**src/rtl/ram_burst_reader.sv**
```systemverilog
// ram_burst_reader: read-side burst engine for a registered-output RAM port
// with one cycle of read latency. When start is accepted it streams `length`
// consecutive words, beginning at base_addr, onto a valid/ready output
// stream. The read address wraps modulo 2**widthad.
//
// Ports:
//   clock, reset         system clock; synchronous active-high reset
//   start                begin a burst (ignored while busy)
//   base_addr, length    burst start address and word count (0..2**widthad)
//   busy, done           burst in progress / one-cycle completion pulse
//   ram_address, ram_wren, ram_q   RAM read port (ram_wren tied low)
//   out_data, out_valid, out_ready, out_last   output stream
module ram_burst_reader #(
  parameter int width   = 8,
  parameter int widthad = 10
) (
  input  logic               clock,
  input  logic               reset,
  input  logic               start,
  input  logic [widthad-1:0] base_addr,
  input  logic [widthad:0]   length,
  output logic               busy,
  output logic               done,
  output logic [widthad-1:0] ram_address,
  output logic               ram_wren,
  input  logic [width-1:0]   ram_q,
  output logic [width-1:0]   out_data,
  output logic               out_valid,
  input  logic               out_ready,
  output logic               out_last
);

  typedef enum logic [1:0] {IDLE, READ, DRAIN} state_t;

  localparam logic [widthad:0] CNT_ONE = (widthad+1)'(1);

  state_t             state;
  logic [widthad:0]   issue_cnt;   // reads still to be issued
  logic [widthad:0]   out_cnt;     // words still to be captured
  logic               pending;     // a read is in flight; ram_q is valid now

  // Two-entry output FIFO held as head/tail registers so the stream outputs
  // come straight from flops.
  logic               head_vld, tail_vld;
  logic               head_last, tail_last;
  logic [width-1:0]   head_data, tail_data;

  logic               pop, push, final_hs, issue, cap_last;
  logic [2:0]         occupancy;

  assign ram_wren  = 1'b0;
  assign out_data  = head_data;
  assign out_valid = head_vld;
  assign out_last  = head_last;

  assign pop      = head_vld & out_ready;
  assign push     = pending;
  assign final_hs = pop & head_last;
  assign cap_last = (out_cnt == CNT_ONE);

  // Words that will occupy the FIFO after this edge if nothing new is issued;
  // a new read may only go out when it is guaranteed a free slot.
  assign occupancy = {2'b00, head_vld} + {2'b00, tail_vld} + {2'b00, pending}
                   - {2'b00, pop};
  assign issue = (state == READ) && (occupancy < 3'd2);

  always_ff @(posedge clock) begin
    if (reset) begin
      state       <= IDLE;
      busy        <= 1'b0;
      done        <= 1'b0;
      ram_address <= '0;
      issue_cnt   <= '0;
      out_cnt     <= '0;
      pending     <= 1'b0;
      head_vld    <= 1'b0;
      tail_vld    <= 1'b0;
      head_last   <= 1'b0;
      tail_last   <= 1'b0;
      head_data   <= '0;
      tail_data   <= '0;
    end else begin
      done    <= 1'b0;
      pending <= issue;
      if (push) out_cnt <= out_cnt - CNT_ONE;

      case (state)
        IDLE: begin
          if (start) begin
            if (length != '0) begin
              ram_address <= base_addr;
              issue_cnt   <= length;
              out_cnt     <= length;
              busy        <= 1'b1;
              state       <= READ;
            end else begin
              done <= 1'b1;
            end
          end
        end
        READ: begin
          if (issue) begin
            ram_address <= ram_address + widthad'(1);
            issue_cnt   <= issue_cnt - CNT_ONE;
            if (issue_cnt == CNT_ONE) state <= DRAIN;
          end
        end
        default: ;
      endcase

      if (final_hs) begin
        state <= IDLE;
        busy  <= 1'b0;
        done  <= 1'b1;
      end

      case ({push, pop})
        2'b10: begin
          if (!head_vld) begin
            head_data <= ram_q;
            head_last <= cap_last;
            head_vld  <= 1'b1;
          end else begin
            tail_data <= ram_q;
            tail_last <= cap_last;
            tail_vld  <= 1'b1;
          end
        end
        2'b01: begin
          head_data <= tail_data;
          head_last <= tail_last;
          head_vld  <= tail_vld;
          tail_vld  <= 1'b0;
        end
        2'b11: begin
          if (tail_vld) begin
            head_data <= tail_data;
            head_last <= tail_last;
            tail_data <= ram_q;
            tail_last <= cap_last;
          end else begin
            head_data <= ram_q;
            head_last <= cap_last;
          end
        end
        default: ;
      endcase
    end
  end

endmodule

```
**config.mk**
```make
export PLATFORM = sky130hd
export DESIGN_NAME = ram_burst_reader
export DESIGN_NICKNAME = d
export VERILOG_FILES = /design/src/rtl/ram_burst_reader.sv
export SDC_FILE = /design/constraint.sdc
export NUM_CORES = 1
export LEC_CHECK = 0
export CAP_MARGIN = 10
export CORE_ASPECT_RATIO = 0.5
export CORE_MARGIN = 5
export CORE_UTILIZATION = 31
export CTS_CLUSTER_SIZE = 24
export DETAILED_ROUTE_END_ITERATION = 8
export SYNTH_ARGS = -nofsm -noshare
export SYNTH_HDL_FRONTEND = slang
export SYNTH_SLANG_ARGS = --single-unit
```
**constraint.sdc**
```tcl
create_clock -name clock -period 3.8 [get_ports clock]
set_clock_uncertainty 0.2 [all_clocks]
set_input_delay 1.14 -clock clock [delete_from_list [all_inputs] [get_ports clock]]
set_output_delay 1.14 -clock clock [all_outputs]
set_load 0.05 [all_outputs]
```
* Word level (Yosys, flattened, before mapping) *
Cells that the tools add are included.

word-level totals
  output and inout port bits = 23
  word-level logic and storage cells = 85
  bits in registers = 57

cells by class
  order comparisons = 1
  mux-type cells = 36
  reductions and logical operators = 14
  equal/unequal tests = 13
  bitwise logic cells = 2
  add/subtract/negate cells = 6

operator list
  operator                                                              count
  11-bit two-way mux                                                    7
  8-bit two-way mux                                                     4
  10-bit two-way mux                                                    3
  8-bit one-hot mux with 3 select lines                                 1
  11-bit by 1-bit == test with 1-bit output, second input constant      2
  11-bit one-hot mux with 2 select lines                                1
  11-bit by 1-bit subtractor with 11-bit output, second input constant  2
  10-bit one-hot mux with 2 select lines                                1
  8-bit one-hot mux with 2 select lines                                 1
  2-bit != test, second input constant                                  6
  11-bit nonzero test                                                   1
  10-bit by 1-bit adder with 10-bit output, second input constant       1
  1-bit two-way mux                                                     9
  2-bit two-way mux                                                     4
  1-bit one-hot mux with 2 select lines                                 3
  3-bit AND reduction                                                   2
  2-bit nonzero test                                                    3
  5-bit AND reduction                                                   1
  2-bit by 1-bit == test with 1-bit output, second input constant       2
  2-bit == test, second input constant                                  2
  2-bit one-hot mux with 2 select lines                                 1
  2-bit AND reduction                                                   2
  4-bit AND reduction                                                   1
  2-bit by 1-bit adder with 3-bit output                                1
  other kinds (10)                                                      11

* Logic depth before layout (Yosys ltp) *
  depth in word-level cells = 7
  mapped depth = 10
  depth with buffers taken out = 9

* Worst setup path after synthesis *
No wires, ideal clock.

  path type = in2reg
  start point = input out_ready
  end point = register out_cnt[4]
  library setup time = 121 ps
  stages on the path = 10
  arrival = 3086 ps
  data required time = 3479 ps
  slack = 393 ps
  cells stage by stage = nand2_1 > inv_1 > ha_1 > inv_1 > ha_1 > a21oi_4 > mux2i_4 > a211oi_2 > buf_6 > mux2_4

RTL lines
  element               RTL line  RTL
  from (decl)           29        input logic out_ready,
  to (signal assigned)  85        if (push) out_cnt <= out_cnt - CNT_ONE;
  to (signal assigned)  93        out_cnt <= length;
  to (decl)             39        logic [widthad:0] out_cnt;

* Worst setup path in the final report *
  start point = input out_ready
  end point = register issue_cnt[0]

between the ends
  cells in the longest elaborated chain, start to end = 6

RTL lines
  element                                        RTL line  RTL
  1-bit bitwise AND                              56        assign pop = head_vld & out_ready;
  3-bit by 1-bit subtractor with 3-bit output    64        - {2'b00, pop};
  3-bit by 2-bit < comparator with 1-bit output  65        assign issue = (state == READ) && (occupancy < 3'd2);
  1-bit logical AND                              65
  2-bit != test (no line)                        --
  4-bit AND reduction (no line)                  --
  to (signal assigned)                           92        issue_cnt <= length;
  to (signal assigned)                           104       issue_cnt <= issue_cnt - CNT_ONE;
  to (decl)                                      38        logic [widthad:0] issue_cnt;

No other way between the ends.
A chain may end at the register's enable or synchronous reset.

==> results.sh <==
export IMPL_status="complete, no violations"
export IMPL_clk_latency_ns=0.33
export IMPL_clock_power_share_pct=34.3
export IMPL_ir_drop_mv=0.2688
export IMPL_num_io_pins=56
export IMPL_yosys_area_top_type="dfxtp_1"
export IMPL_grtUsageMet1_pct=20.85
export IMPL_num_vias=3182
export IMPL_viasPerCell=5.312
export IMPL_grt_max_degree=27
export IMPL_die_w_um=158.2
export IMPL_finalCriticalPeriod_ns=3.585
export IMPL_critPathMaxFanout=18
export IMPL_antenna_cells=0
export IMPL_core_um2=10840
export IMPL_placed_cell_area_um2=4144
export IMPL_p_leak_nw=1.671
export IMPL_drv_slew=0
export IMPL_reg2reg_to="issue_cnt[0]"
export IMPL_cts_tree="built"
export IMPL_worstHoldPathCells=2
export IMPL_yosys_warnings=0
export IMPL_relSlewSlack_pct=46.55
export IMPL_crit_path_end_kind="flop"
export IMPL_clk_path_buf_depth=2
export IMPL_drc=0
export IMPL_ys_types=70
export IMPL_power_frac_comb_pct=35.1
export IMPL_rsz0062_at_grt="false"
export IMPL_netlist_area_um2=3402
export IMPL_grt_most_used_layer="met2"
export IMPL_ys_async_sr_fraction_pct=0
export IMPL_p_seq_share_pct=30.6
export IMPL_syn_area_per_cell_um2=8.768
export IMPL_reg2reg_slack_ns=0.89
export IMPL_grt_pass1_vias=3053
export IMPL_cts_htree_levels=3
export IMPL_finalCritPeriodShare_pct=94.35
export IMPL_synth_ff_type="dfxtp_1"
export IMPL_yosysSeqAreaShare_pct=33.54
export IMPL_synth_edf_count=0
export IMPL_synth_top_area_share_pct=33.54
export IMPL_crit_arrival_ns=3.62
export IMPL_cts_root_buffer="clkbuf_16"
export IMPL_dieHeight_um=84.08
export IMPL_synth_seq_cells=57
export IMPL_fp_row_count=27
export IMPL_min_to="issue_cnt[7]"
export IMPL_p_switching_mw=0.9148
export IMPL_gr_usage_met3_pct=4.143
export IMPL_gr_usage_met2_pct=22.38
export IMPL_max_stage_delay_ns=0.44
export IMPL_clk_pin_slew_worst_paths_ns=0.05
export IMPL_hold_violations=0
export IMPL_globalplace_congestion=0.7696
export IMPL_p_per_area_nw_per_um2=578.4
export IMPL_holdCritPathClass="flop to flop"
export IMPL_critical_path_class="input pin to flop"
export IMPL_ant_nets=0
export IMPL_synth_fp_nets=431
export IMPL_internal_power_mw=1.699
export IMPL_path_cells="clkdlybuf4s50_1 -> nand2_1 -> inv_1 -> ha_1 -> inv_1 -> ha_1 -> a21oi_4 -> mux2i_4 -> buf_6 -> a21oi_2 -> a221oi_1"
export IMPL_dp_hpwl_um=6647
export IMPL_synthToLayoutAreaGrowth_pct=32.84
export IMPL_critPathLaunchType="input pin"
export IMPL_clock_sinks=57
export IMPL_dr_pass1_iters=4
export IMPL_fmax_mhz=278.9
export IMPL_wl_um=9634
export IMPL_die_area_um2=13300
export IMPL_grt_pass1_wl_um=16020
export IMPL_overflow=0
export IMPL_cp_slowest_cell="clkdlybuf4s50_1"
export IMPL_drt_first_iter_violations=175
export IMPL_nets=492
export IMPL_hold_ws_ns=0.2621
export IMPL_grt_usage_pct=14.85
export IMPL_maxCapViolations=0
export IMPL_portBuffers=54
export IMPL_hold_path_startpoint="issue_cnt[7]"
export IMPL_synthTopCellsByArea="dfxtp_1, mux2i_1, a211oi_1"
export IMPL_fin_area_um2=4519
export IMPL_cp_required_ns=3.83
export IMPL_drive_above_1_share_pct=12.78
export IMPL_crit_start="out_ready"
export IMPL_holdBufCountCts=0
export IMPL_antenna_found_initial=0
export IMPL_tightest_slew_ns=0.8018
export IMPL_syn_instance_count=388
export IMPL_numCtsBuffers=9
export IMPL_sw_frac_of_total_pct=35.00
export IMPL_ff2ff_path_depth=9
export IMPL_avgRoutedWirePerCell_um=16.08
export IMPL_regToRegStartpoint="pending"
export IMPL_initial_core_util_pct=31.37
export IMPL_setup_violations=0
-- cell type report --
type	count	area, µm²
Clock buffer	11	252.7
Clock inverter	5	77.57
Fill cell	1071	6325
Multi-Input combinational cell	288	2074
Inverter	14	52.55
Tap cell	145	181.4
Sequential cell	57	1141
Timing Repair Buffer	79	739.5
-- per-stage QoR --
stage | util [%] | setup slack (ns) | instances | power [mW] | TNS [ns]
finish | 41.68 | 0.2148 | 599 | 2.614 | 0
global route | 41.68 | 0.05950 | 599 | 2.766 | 0
CTS | 41.33 | 0.06734 | 595 | 2.619 | 0
detailed placement | 38.21 | -0.4325 | 579 | 1.706 | -5.476
global placement | 38.21 | -0.3710 | 579 | 1.697 | -3.906
floorplan | - | 0.3932 | 388 | 1.428 | 0
-- critical path: cells and delay by family --
kind            cells  cell delay, ns
fa+ha+maj           2            0.62
buf+inv             4            0.79
compound gates      3            0.64
mux                 1            0.31
simple gates        1            0.12
-- synth_stat cells, drive strengths merged, types with 2 or more instances --
cell type  count
mux2i         19
nand2         41
a32o           2
and4b          2
and2           5
xor2           4
o211ai         3
nand3          6
a221oi         8
o221ai         2
mux2           3
or4b           2
o32ai         15
nand4          5
a32oi          2
o21ai          7
clkbuf        11
a211oi        22
o21a           2
xnor2          3
nor3           7
o31a           4
and3           2
buf           18
o2111ai        2
inv           14
nor2          36
and4           2
nor2b          4
nor4b          3
nor4           5
a21oi         22
a22oi          9
or3            3
ha            10
nor3b          6
o221a          3
a31oi          2
dfxtp         57
a2111oi        2
-- kinds of logic (layout without fill, tap and decap cells) --
kind of cell / Yosys count / count (layout) / share of synthesized area (%)
multiplexers: 22 / 22 / 7.172
flip-flops: 57 / 57 / 33.54
buffers and inverters: 43 / 109 / 5.811
adder cells (fa/ha/maj): 10 / 10 / 3.678
XOR/XNOR: 7 / 7 / 1.802
AND/OR/NAND/NOR: 135 / 135 / 22.03
other: 1 / 1 / 0.1102
AO/OA/AOI/OAI: 113 / 113 / 25.86
-- registers in the layout, indices dropped and copies added, names as in the netlist --
register and cells:
done 1, out_last 1, out_data 8, busy 1, tail_data 8, pending 1, tail_vld 1, out_valid 1
ram_address 10, issue_cnt 11, tail_last 1, state 2, out_cnt 11
-- power groups by stage --
stage          sequential (mW)  clock (mW)  combinational [mW]
2_1_floorplan            0.912           0               0.516
3_3_place_gp             0.810           0               0.887
3_5_place_dp             0.812           0               0.894
4_1_cts                  0.800       0.916               0.903
5_1_grt                  0.818       0.947                1.00
6_report                 0.801       0.896               0.917
-- what timing repair did --
item	CTS	global route
hold endpoints to repair	0	0
endpoints found under the setup margin	5	10
resized for setup	1	2
cloned	0	0
pin swaps	0	1
setup buffers	0	4
-- cells in the final DEF (no fill, tap or decap), types with 3 or more instances in the layout --
cell              n
inv_1            14
nor3b_1           5
a21oi_1          20
nand3_1           6
ha_1             10
dfxtp_1          57
xor2_1            4
xnor2_1           3
buf_4            23
a211oi_1         21
o31a_1            4
or3_1             3
a221oi_1          8
and2_1            5
nor2_1           36
a22oi_1           9
clkbuf_16         9
nor2b_1           4
o221a_1           3
mux2i_1          18
o211ai_1          3
o32ai_1          13
o21ai_0           5
nand4_1           4
nor3_1            7
clkdlybuf4s50_1  53
nand2_1          41
-- worst max-delay path by stage --
stage                         to  slack (ns)
CTS                   out_cnt[9]        0.07
global route            state[1]        0.06
floorplan             out_cnt[4]        0.39
detailed placement    out_cnt[2]       -0.43
finish              issue_cnt[0]        0.21
global placement      out_cnt[0]       -0.37
-- routing by layer --
layer | up-vias | wire (µm)
met5 | - | 0
met4 | 0 | 68
met3 | 6 | 590
met2 | 87 | 4404
met1 | 1490 | 4570
li1 | 1599 | -
Power figures use the tool's default switching activity.
